`config.mk`:
```
export PLATFORM = sky130hd
export DESIGN_NAME = wm_multikey_scan
export DESIGN_NICKNAME = d
export VERILOG_FILES = /design/src/rtl/wm_multikey_scan.sv
export SDC_FILE = /design/constraint.sdc
export NUM_CORES = 1
export LEC_CHECK = 0
export BUFFER_PORTS_ARGS = -buffer_cell sky130_fd_sc_hd__buf_2
export CAP_MARGIN = 20
export CORE_MARGIN = 2
export CORE_UTILIZATION = 39
export CTS_CLUSTER_DIAMETER = 150
export DETAILED_ROUTE_END_ITERATION = 8
export HOLD_SLACK_MARGIN = 0.1
export PLACE_DENSITY = 0.72
export SYNTH_ARGS = -nofsm -noshare
export SYNTH_HDL_FRONTEND = slang
export SYNTH_SLANG_ARGS = --single-unit
export TNS_END_PERCENT = 30
```
`constraint.sdc`:
```
create_clock -name clk -period 4.7 [get_ports clk]
set_input_delay 1.41 -clock clk [delete_from_list [all_inputs] [get_ports clk]]
set_output_delay 1.41 -clock clk [all_outputs]
set_load 0.02 [all_outputs]
```
`src/rtl/wm_multikey_scan.sv`:
```
// Wu-Manber compare stage: scans one window against NOS_KEY patterns, one key per cycle.
// Optional saturating complete-match counter enabled by defining WM_MATCH_COUNT_EN.
module wm_multikey_scan #(
   parameter int MSG_WIDTH     = 8,
   parameter int B             = 3,
   parameter int PATTERN_WIDTH = 6,
   parameter int NOS_KEY       = 4,
   parameter int SHIFT_WIDTH   = $clog2(PATTERN_WIDTH-B+2),
   parameter int KEY_IDX_WIDTH = $clog2(NOS_KEY)
) (
   input  logic                                       clk,
   input  logic                                       reset,
   input  logic                                       in_valid,
   output logic                                       in_ready,
   input  logic [MSG_WIDTH*PATTERN_WIDTH-1:0]         data_in,
   input  logic [NOS_KEY-1:0]                         key_mask,
   input  logic [MSG_WIDTH*PATTERN_WIDTH*NOS_KEY-1:0] patterns,
   output logic                                       out_valid,
   input  logic                                       out_ready,
   output logic [SHIFT_WIDTH-1:0]                     shift_amount,
   output logic                                       complete_match,
   output logic [KEY_IDX_WIDTH-1:0]                   match_key
`ifdef WM_MATCH_COUNT_EN
   ,
   input  logic                                       clear_count,
   output logic [15:0]                                match_count
`endif
);

   localparam int WIN_W = MSG_WIDTH*PATTERN_WIDTH;
   localparam int BLK_W = MSG_WIDTH*B;
   localparam logic [SHIFT_WIDTH-1:0]   NO_SHIFT = SHIFT_WIDTH'(PATTERN_WIDTH-B+1);
   localparam logic [KEY_IDX_WIDTH-1:0] LAST_KEY = KEY_IDX_WIDTH'(NOS_KEY-1);

   typedef enum logic [1:0] {IDLE, SCAN, DONE} state_t;

   state_t                   state_q, state_d;
   logic [KEY_IDX_WIDTH-1:0] key_q, key_d;
   logic [WIN_W-1:0]         win_q, win_d;
   logic [NOS_KEY-1:0]       mask_q, mask_d;
   logic [SHIFT_WIDTH-1:0]   min_q, min_d;
   logic                     hit_q, hit_d;
   logic [KEY_IDX_WIDTH-1:0] hit_key_q, hit_key_d;
   logic [SHIFT_WIDTH-1:0]   shift_q, shift_d;
   logic                     cm_q, cm_d;
   logic [KEY_IDX_WIDTH-1:0] mk_q, mk_d;

   logic [WIN_W-1:0]         cur_pat;
   logic [SHIFT_WIDTH-1:0]   part_shift;
   logic                     full_hit;
   logic                     key_en;

   // Smallest offset j at which the window's leading block appears inside the pattern.
   function automatic logic [SHIFT_WIDTH-1:0] partial_shift(input logic [WIN_W-1:0] win,
                                                            input logic [WIN_W-1:0] pat);
      logic [SHIFT_WIDTH-1:0] s;
      s = NO_SHIFT;
      for (int j = PATTERN_WIDTH-B; j >= 1; j--) begin
         if (pat[j*MSG_WIDTH +: BLK_W] == win[BLK_W-1:0]) s = SHIFT_WIDTH'(j);
      end
      return s;
   endfunction

   always_comb begin
      cur_pat = '0;
      for (int k = 0; k < NOS_KEY; k++) begin
         if (key_q == KEY_IDX_WIDTH'(k)) cur_pat = patterns[k*WIN_W +: WIN_W];
      end
   end

   assign part_shift = partial_shift(win_q, cur_pat);
   assign full_hit   = (cur_pat == win_q);
   assign key_en     = mask_q[key_q];

   always_comb begin
      state_d   = state_q;
      key_d     = key_q;
      win_d     = win_q;
      mask_d    = mask_q;
      min_d     = min_q;
      hit_d     = hit_q;
      hit_key_d = hit_key_q;
      shift_d   = shift_q;
      cm_d      = cm_q;
      mk_d      = mk_q;
      in_ready  = 1'b0;
      out_valid = 1'b0;
      case (state_q)
         IDLE: begin
            in_ready = reset;
            if (in_valid && in_ready) begin
               win_d     = data_in;
               mask_d    = key_mask;
               min_d     = NO_SHIFT;
               hit_d     = 1'b0;
               hit_key_d = '0;
               key_d     = '0;
               state_d   = SCAN;
            end
         end
         SCAN: begin
            if (key_en && (part_shift < min_q)) min_d = part_shift;
            if (key_en && full_hit && !hit_q) begin
               hit_d     = 1'b1;
               hit_key_d = key_q;
            end
            if (key_q == LAST_KEY) begin
               // Results are published only here so they stay frozen through IDLE/SCAN.
               key_d   = '0;
               shift_d = min_d;
               cm_d    = hit_d;
               mk_d    = hit_key_d;
               state_d = DONE;
            end else begin
               key_d = key_q + KEY_IDX_WIDTH'(1);
            end
         end
         DONE: begin
            out_valid = 1'b1;
            if (out_ready) state_d = IDLE;
         end
         default: state_d = IDLE;
      endcase
   end

   always_ff @(posedge clk or negedge reset) begin
      if (!reset) begin
         state_q   <= IDLE;
         key_q     <= '0;
         win_q     <= '0;
         mask_q    <= '0;
         min_q     <= NO_SHIFT;
         hit_q     <= 1'b0;
         hit_key_q <= '0;
         shift_q   <= NO_SHIFT;
         cm_q      <= 1'b0;
         mk_q      <= '0;
      end else begin
         state_q   <= state_d;
         key_q     <= key_d;
         win_q     <= win_d;
         mask_q    <= mask_d;
         min_q     <= min_d;
         hit_q     <= hit_d;
         hit_key_q <= hit_key_d;
         shift_q   <= shift_d;
         cm_q      <= cm_d;
         mk_q      <= mk_d;
      end
   end

   assign shift_amount   = shift_q;
   assign complete_match = cm_q;
   assign match_key      = mk_q;

`ifdef WM_MATCH_COUNT_EN
   logic [15:0] count_q, count_d;

   always_comb begin
      count_d = count_q;
      if (clear_count)
         count_d = '0;
      else if (out_valid && out_ready && cm_q && (count_q != 16'hFFFF))
         count_d = count_q + 16'd1;
   end

   always_ff @(posedge clk or negedge reset) begin
      if (!reset) count_q <= '0;
      else        count_q <= count_d;
   end

   assign match_count = count_q;
`endif

endmodule

```
# [Word-level counts from Yosys, hierarchy flattened]
# Cells that the tools add are included.
[totals] ff_bits=68 input_bits=248 out_inout_bits=8 wordCells=63
[op_classes] addsub=1 n_lt_le_gt_ge=2 n_eq_ne=12 muxes=26 reduce_logical=12
[op_table] op="$mux 48" count=4
[op_table] op="$eq 24x24->1" count=3
[op_table] op="$eq 48x48->1" count=1
[op_table] op="$mux 3" count=5
[op_table] op="$mux 2" count=6
[op_table] op="$pmux 2 s2" count=2
[op_table] op="$eq 2x2->1 const B" count=3
[op_table] op="$ne 2x2->1 const B" count=3
[op_table] op="$pmux 2 s3" count=1
[op_table] op="$pmux 3 s2" count=1
[op_table] op="$reduce_and 2->1" count=3
[op_table] op="$mux 1" count=5
[op_table] op="$eq 2x1->1 const B" count=2
[op_table] op="$logic_and 1x1->1" count=4
[op_table] op="$logic_not 2->1" count=2
[op_table] op="$lt 2x3->1 const B" count=1
[op_table] op="$lt 3x3->1" count=1
[op_table] op="$reduce_and 3->1" count=1
[op_table] op="$add 2x1->2 const B" count=1
[op_table] op="$bmux 1 s2" count=1
[op_table] op="$pmux 1 s2" count=1
[op_table] op="$reduce_bool 2->1" count=1
[op_table] op="$logic_not 1->1" count=1

# [Depth between registers and ports, before layout]
# Gate-level depths: netlist of run 1.
[logic_depth] word_depth=13 ltp_mapped=20 mapped_depth_nobuf=16

# [Least setup slack after synthesis of run 1]
# No wires, ideal clock.
[synth_path] kind="in2reg" startpoint="in patterns[45]" endpoint="reg min_q[1]" setup_ns=0.121 arrival_time_ns=4.802 setup_slack_ns=-0.223 cell_stages=13 n_path_buf=0 cell_sequence="nor2b_1 -> a221oi_2 -> nor3_1 -> or4b_1 -> or4_4 -> or4_4 -> and3b_4 -> ha_1 -> a21oi_1 -> nand3_1 -> a211oi_1 -> o31ai_1 -> a22o_1"
[synth_via] elab_chain_len=12
[synth_lines] element="start: declaration" line="17" text="input logic [MSG_WIDTH*PATTERN_WIDTH*NOS_KEY-1:0] patterns,"
[synth_lines] element="$mux 48 * (4 in a row)" line="67" text="if (key_q == KEY_IDX_WIDTH'(k)) cur_pat = patterns[k*WIN_W +: WIN_W];"
[synth_lines] element="$eq 24x24->1 *" line="59" text="if (pat[j*MSG_WIDTH +: BLK_W] == win[BLK_W-1:0]) s = SHIFT_WIDTH'(j);"
[synth_lines] element="$mux 3 * (3 in a row)" line="59"
[synth_lines] element="$lt 3x3->1" line="102" text="if (key_en && (part_shift < min_q)) min_d = part_shift;"
[synth_lines] element="$logic_and 1x1->1" line="102"
[synth_lines] element="$mux 3 *" line="102"
[synth_lines] element="$pmux 3 s2 *" line="88" text="case (state_q)"
[synth_lines] element="end signal: assignment" line="143" text="min_q <= min_d;"
[synth_lines] element="end: declaration" line="41" text="logic [SHIFT_WIDTH-1:0] min_q, min_d;"
# Every way passes the cells marked *; elsewhere a longest branch is shown, timed or not.
# A chain may end at the register's enable or synchronous reset.

# [Worst setup path after layout of run 1]
[layout_path] startpoint="in patterns[45]" endpoint="reg shift_q[1], in the netlist shift_amount[1]"
[layout_via] elab_chain_len=11
[layout_lines] element="$mux 48 * (4 in a row)" line="67"
[layout_lines] element="$eq 24x24->1 *" line="59"
[layout_lines] element="$mux 3 * (3 in a row)" line="59"
[layout_lines] element="$lt 3x3->1" line="102"
[layout_lines] element="$logic_and 1x1->1" line="102"
[layout_lines] element="$mux 3 *" line="102"
[layout_lines] element="end signal: assignment" line="146" text="shift_q <= shift_d;"
[layout_lines] element="end: declaration" line="44" text="logic [SHIFT_WIDTH-1:0] shift_q, shift_d;"
# Marked as above.

==> metrics.md, run 1 <==
| Metric | Value |
|---|---|
| Power per cell area | `779 mW/mm^2` |
| Die Y-Extent | `129 um` |
| Htree depth | `3` |
| Worst Hold Slack | `0.477 ns` |
| Post-synth design cell area | `0.00607 mm^2` |
| Die area | `0.0166 mm^2` |
| Dpl cells | `1162` |
| Dpl hpwl | `20.7 mm` |
| Slew margin rel. | `27.4%` |
| Startpoint Class | `input port` |
| First-pass GRT wire length | `36.5 mm` |
| Final non-filler cell total | `1182` |
| Synth top area share | `27.2%` |
| Clk_skew | `0.00808 ns` |
| Input/output buffers | `255` |
| Io pins | `256` |
| Largest cells by area after synthesis | `dfrtp_1, mux2_2, o21ai_0` |
| Clk Latency, worst-skew pair | `0.34 ns` |
| Number of synthesized flops with an enable pin | `0` |
| Post-CTS Hold Buffers | `0` |
| Starting Density | `39.9%` |
| Routed vias | `7059` |
| Commonest cells in the netlist | `o21ai_0, dfrtp_1, or3_1` |
| Req. time, crit path | `4.97 ns` |
| Synthesized flop and latch total | `68` |
| CP startpoint | `patterns[45]` |
| Flop2flop setup slack | `0.08 ns` |
| Status | `complete, but fails checks` |
| Drt total wl | `25.6 mm` |
| Endpoint class of the critical path | `flop` |
| Clock root buffer | `clkbuf_16` |
| # rows | `45` |
| YS warnings | `0` |
| CTS tree | `yes` |
| Clk sinks | `68` |
| Design area | `0.00836 mm^2` |
| Routability cong. | `1.10` |
| Max Slew Vio Count | `0` |
| Count leader, synth | `o21ai_0` |
| WL per Instance | `21.7 um` |
| Hold violation total from the final report | `0` |
| Via/cell ratio | `5.97` |
| Final Power | `6510 uW` |
| Violated checks | `negative setup slack` |
| Worst R2R End | `shift_amount[1]` |
| Number of global-route vias before repair | `6133` |
| Worst EP arrival | `4.97 ns` |
| Min-Delay Path Class | `reg2reg` |
| Yosys cell types | `68` |
| RSZ-0062 raised after global routing | `yes` |
| Number of buffers created by CTS | `9` |
| Synth Instances | `685` |
| Fin crit period | `4.70 ns` |
| Core ar. | `0.0152 mm^2` |
| First-pass detailed-route iteration total | `5` |
| Syn Area/Cell | `8.86 um^2` |
| Worst R2R Start | `key_q[0]` |
| # setup viols final | `1` |
| Worst r2r path cells | `17` |
| Setup crit end | `shift_amount[1]` |
| Worst setup path class | `in2reg` |
| Final worst slack | `-0.00186 ns` |
| Cell taking the most area after synthesis | `dfrtp_1` |
| GR Overflow Total | `0` |
| Final #Nets | `1241` |
| Final antenna-violating net count | `0` |
| Crit-path max FO | `4` |
| Measured slew at the worst slew-check pin | `1.09 ns` |
| Layout cell share with drive strength beyond 1 | `45.0%` |
| Initial drt markers | `609` |
| Register area share after synthesis | `28.1%` |
| Initial antenna violation count | `0` |
| Syn_nets | `939` |
| Max cap viols | `0` |
| Post-layout util | `55.0%` |
| Final worst-path cycle share | `100%` |
| Fmax | `0.213 GHz` |
| Aggregate global-route resource usage | `29.9%` |
| Post-synth ARST share | `100%` |
| Peak VDD IR | `353 uV` |
| Area delta synth->final | `37.7%` |
| Clock-pin transition on the worst setup and hold timing paths | `0.06 ns` |
| LEAKAGE | `0.00369 uW` |
| Residual DRC count | `0` |
| CTS max path bufs | `2` |
| Largest net degree at the start of global routing | `46` |
| Top_reg_cell synth | `dfrtp_1` |
| Die width | `129 um` |
| Post-DP Area | `0.00796 mm^2` |
sequential cells by signal, indices dropped and copies added, names as in the netlist:
register        flops
match_key           2
min_q               3
complete_match      1
state_q             2
key_q               2
mask_q              4
win_q              48
hit_key_q           2
shift_amount        3
hit_q               1
power by group:
group / leakage, uW / switching (uW) / total, uW / internal, uW
registers: 0.000825 / 453 / 1310 / 856
logic: 0.00271 / 2530 / 4470 / 1940
clock network: 0.000153 / 259 / 737 / 478
total: 0.00369 / 3240 / 6510 / 3280
logic make-up after synthesis:
family	synth area share, %
flip-flops	28.1
adder cells (fa/ha/maj)	1.24
XOR/XNOR	5.77
buffers and inverters	4.91
multiplexers	9.79
AO/OA/AOI/OAI	24.8
AND/OR/NAND/NOR	25.4
worst min path at each step:
stage	start	endpoint	slack, ns	depth (start not counted)
finish	shift_amount[2]	shift_amount[2]	0.48	2
global route	shift_amount[2]	shift_amount[2]	0.51	2
CTS	shift_amount[2]	shift_amount[2]	0.48	2
detailed placement	shift_amount[2]	shift_amount[2]	0.47	2
global placement	complete_match	complete_match	0.47	2
floorplan	hit_key_q[0]	hit_key_q[0]	0.47	1
area by class of cell:
cell class	count	area [um^2]
Timing Repair Buffer	335	1880
Antenna cell	2	5.00
Clock inverter	4	72.6
Multi-Input combinational cell	562	4170
Tap cell	188	235
Fill cell	1437	6840
Clock buffer	12	246
Sequential cell	68	1700
Inverter	11	41.3
metal layers:
layer | vias to the layer above | wire, um | share of wire [%] | GRT usage (%)
li1 | 3295 | - | - | -
met3 | 35 | 2580 | 10 | 5.32
met5 | - | 0 | 0 | 0
met2 | 396 | 11600 | 45 | 47.1
met1 | 3333 | 11000 | 43 | 42.9
met4 | 0 | 440 | 1.7 | 6.46
worst max-delay path, stage by stage:
cell,delay (ns)
buf_2,0.08
nor2b_4,0.15
a221oi_4,0.09
buf_4,0.18
o21a_1,0.16
or4b_1,0.52
or4_4,0.53
or4_4,0.44
and3b_4,0.22
ha_4,0.23
a21oi_4,0.16
nand3_2,0.12
a211oi_4,0.29
buf_4,0.16
o2111ai_1,0.09
nand3_1,0.13
what timing repair did:
action | 4_1_cts | 5_1_grt
buffers inserted | 0 | 2
resized for setup | 0 | 10
endpoints found under the setup margin | 0 | 6
stage by stage:
stage | TNS [ns] | worst slack (ns)
2_1_floorplan | 0 | 0.0165
3_3_place_gp | -1.53 | -0.299
3_5_place_dp | -1.73 | -0.329
4_1_cts | 0 | 0.00156
5_1_grt | -0.361 | -0.141
6_report | -0.00186 | -0.00186
cell usage in the layout (no fill, tap or decap), types with 6 or more instances in the layout:
master | netlist | final
nand2_1 | 18 | 18
nor4_1 | 14 | 14
nand3_1 | 9 | 8
or3_1 | 60 | 60
buf_4 | 6 | 79
dfrtp_1 | 66 | 66
o21ai_0 | 81 | 81
nor2b_1 | 36 | 35
clkbuf_16 | 0 | 9
buf_2 | 13 | 255
xnor2_1 | 12 | 12
a221oi_2 | 15 | 16
nor3_1 | 14 | 14
xor2_1 | 28 | 28
o21a_1 | 6 | 6
mux2_2 | 49 | 49
inv_1 | 11 | 11
a21oi_1 | 8 | 6
nor2_1 | 29 | 29
a221oi_1 | 24 | 22
nand4_1 | 33 | 33
o22ai_1 | 43 | 43
Note: power is estimated with default switching activity, not from simulation.
==> run 2, diff against run 1 <==
--- a/config.mk
+++ b/config.mk
@@ -8,11 +8,11 @@
 export BUFFER_PORTS_ARGS = -buffer_cell sky130_fd_sc_hd__buf_2
 export CAP_MARGIN = 20
 export CORE_MARGIN = 2
-export CORE_UTILIZATION = 39
+export CORE_UTILIZATION = 40
 export CTS_CLUSTER_DIAMETER = 150
 export DETAILED_ROUTE_END_ITERATION = 8
 export HOLD_SLACK_MARGIN = 0.1
-export PLACE_DENSITY = 0.72
+export PLACE_DENSITY = 0.73
 export SYNTH_ARGS = -nofsm -noshare
 export SYNTH_HDL_FRONTEND = slang
 export SYNTH_SLANG_ARGS = --single-unit
==> run 2 against run 1 <==
Against the previous run: the flow now finishes without violations; worst setup slack gained 0.018 ns; final area shrank 0.66%; sequential share of layout area grew 0.15 points; combinational power shrank 2%; critical endpoint unchanged; sequential power is essentially flat; count of clock-buffer cells in the layout shrank 1; total power shrank 1.8%; worst hold slack lost 0.0021 ns.
==> metrics.md, run 2 (synthesis gave the netlist of run 1 again) <==
| Metric | Value |
|---|---|
| Area delta synth->final | `36.8%` |
| CTS max path bufs | `2 (unchanged)` |
| Worst r2r path cells | `17 (unchanged)` |
| Max cap viols | `0 (unchanged)` |
| Slew margin rel. | `40.9% (+14 points)` |
| Number of flip-flops in the largest register | `48 (unchanged)` |
| Via/cell ratio | `6.12 (+2.5%)` |
| Commonest cells after routing, fill and taps aside | `buf_2, o21ai_0, dfrtp_1` |
| Worst Hold Launch | `shift_amount[2]` |
| Clock root buffer | `clkbuf_16` |
| Largest Register | `win_q` |
| Flop2flop setup slack | `0.11 ns (+0.03 ns)` |
| Die width | `127 um (-1.2%)` |
| Antenna diodes | `0 (-2)` |
| First-pass GRT wire length | `37.0 mm (+1.4%)` |
| Starting Density | `40.4% (+0.45 points)` |
| Clk_skew | `0.00817 ns (+0.0000899 ns)` |
| Residual DRC count | `0 (unchanged)` |
| Clk sinks | `68 (unchanged)` |
| Die Y-Extent | `127 um (-1.2%)` |
| LEAKAGE | `0.00365 uW (-1.1%)` |
| Htree depth | `3 (unchanged)` |
| Fmax | `0.213 GHz (+0.38%)` |
| Startpoint Class | `input port` |
| Top Registers | `win_q x48, mask_q x4` |
| Hold violation total from the final report | `0 (unchanged)` |
| Routability cong. | `1.10 (+0.23%)` |
| WL per Instance | `21.7 um (about the same)` |
| Setup TNS | `0 ns (+0.00186 ns)` |
| # setup viols final | `0 (-1)` |
| # rows | `45 (unchanged)` |
| Layout cell share with drive strength beyond 1 | `44.8% (-0.12 points)` |
| Final #Nets | `1228 (-1.0%)` |
| Clock-pin transition on the worst setup and hold timing paths | `0.06 ns (about the same)` |
| Dpl cells | `1150 (-1.0%)` |
| Initial drt markers | `586 (-3.8%)` |
| Worst R2R End | `shift_amount[1]` |
| Delay-heaviest family, CP | `simple AND/OR/NAND/NOR gates` |
| Hold EP | `shift_amount[2]` |
| Largest stage delay, worst path | `0.55 ns (+0.02 ns)` |
| Routed vias | `7144 (+1.2%)` |
| Dpl hpwl | `20.5 mm (-0.94%)` |
| Status | `complete, no violations` |
| Die area | `0.0162 mm^2 (-2.4%)` |
| Final antenna-violating net count | `0 (unchanged)` |
| Min-Delay Path Class | `reg2reg` |
| Clk Latency, worst-skew pair | `0.34 ns (about the same)` |
| Design area | `0.00830 mm^2 (-0.66%)` |
| Final non-filler cell total | `1167 (-1.3%)` |
| Core ar. | `0.0150 mm^2 (-1.1%)` |
| Number of buffers created by CTS | `9 (unchanged)` |
| Final worst-path cycle share | `99.7% (-0.38 points)` |
| First-pass detailed-route iteration total | `6 (+1)` |
| Max Slew Vio Count | `0 (unchanged)` |
| Slowest cell on crit path | `or4b_4` |
| RSZ-0062 raised after global routing | `yes` |
| Largest net degree at the start of global routing | `53 (+15%)` |
| Measured slew at the worst slew-check pin | `0.887 ns (-0.203 ns)` |
| Worst R2R Start | `key_q[0]` |
| Bufs and invs on worst path | `3 (unchanged)` |
| Post-DP Area | `0.00791 mm^2 (-0.63%)` |
| Power per cell area | `770 mW/mm^2 (-1.2%)` |
| Post-layout util | `55.2% (+0.25 points)` |
| GR Overflow Total | `0 (unchanged)` |
| Req. time, crit path | `4.97 ns (about the same)` |
| Input/output buffers | `255 (unchanged)` |
| Drt total wl | `25.3 mm (-1.3%)` |
| Final Power | `6400 uW (-1.8%)` |
| CTS tree | `yes` |
| Endpoint class of the critical path | `flop` |
| Io pins | `256 (unchanged)` |
| Number of global-route vias before repair | `6530 (+6.5%)` |
| Worst EP arrival | `4.95 ns (-0.02 ns)` |
| Peak VDD IR | `455 uV (+29%)` |
| Commonest non-fill, non-tap cell in the layout | `buf_2` |
| Aggregate global-route resource usage | `30.5% (+0.63 points)` |
| Worst setup path class | `in2reg` |
| Initial antenna violation count | `0 (unchanged)` |
| Crit path cell chain | `buf_2 -> nor2b_1 -> a221oi_2 -> nor3_1 -> or4b_4 -> or4_4 -> or4_4 -> buf_4 -> a21oi_2 -> ha_1 -> a21oi_4 -> nand3_2 -> a211oi_2 -> buf_4 -> or4_1 -> nand3_1` |
| Hold Crit Depth | `2 (unchanged)` |
| Fin crit period | `4.68 ns (-0.0179 ns)` |
| Crit-path max FO | `3 (-1)` |
[run 2: cell count changes in the layout (fill, tap and decap cells not counted), sizes merged]
cell,previous run,this run
clkinv,1,3
clkbuf,12,11
diode,2,0
buf,335,322
bufinv,2,1
[run 2: worst min-delay path, cell delays in order (launching register included)]
cell and delay, ns:
dfstp_2 0.36, nand2_1 0.05, nand3_1 0.06
[run 2: repair_timing]
action,in CTS,in global routing
resized for setup,0,13
hold endpoints to repair,0,0
endpoints found under the setup margin,0,6
hold buffers,0,0
buffers inserted,0,1
[run 2: routing by layer]
metal  wire length, um  part of all wire [%]  global-route usage [%]  up-vias
li1                  -                     -                       -     3258
met1             10200                    40                    39.2     3377
met2             11200                    44                    48.1      437
met3              2970                    12                    9.34       72
met4               903                   3.6                    12.1        0
met5                 0                     0                       0        -
[run 2: where the power goes]
part	leakage, uW	switching (uW)	total (uW)	internal, uW
logic	0.00267	2480	4390	1910
registers	0.000823	454	1310	856
clock network	0.000152	260	700	440
total	0.00365	3190	6400	3210
[run 2: final cells by class]
type | count | area [um^2]
timing repair buffer | 322 | 1830
tap | 188 | 235
clock inverter | 5 | 60.1
sequential | 68 | 1710
inverter | 11 | 41.3
clock buffer | 11 | 253
multi-input combinational | 562 | 4180
fill | 1420 | 6730
[run 2: worst max-delay path by stage]
stage                      end  depth (start not counted)  slack (ns)     startpoint
6_report       shift_amount[1]                         16        0.02   patterns[45]
3_5_place_dp          min_q[1]                         14       -0.29   patterns[34]
4_1_cts               min_q[1]                         16        0.04       key_q[1]
3_3_place_gp   shift_amount[2]                         14       -0.22  patterns[189]
2_1_floorplan         min_q[1]                         13        0.02   patterns[45]
5_1_grt        shift_amount[1]                         15       -0.09   patterns[45]
[run 2: through the flow]
step           hold slack, ns  setup slack (ns)
2_1_floorplan           0.465            0.0165
3_3_place_gp            0.469            -0.224
3_5_place_dp            0.472            -0.292
4_1_cts                 0.480            0.0375
5_1_grt                 0.497           -0.0926
6_report                0.475            0.0161
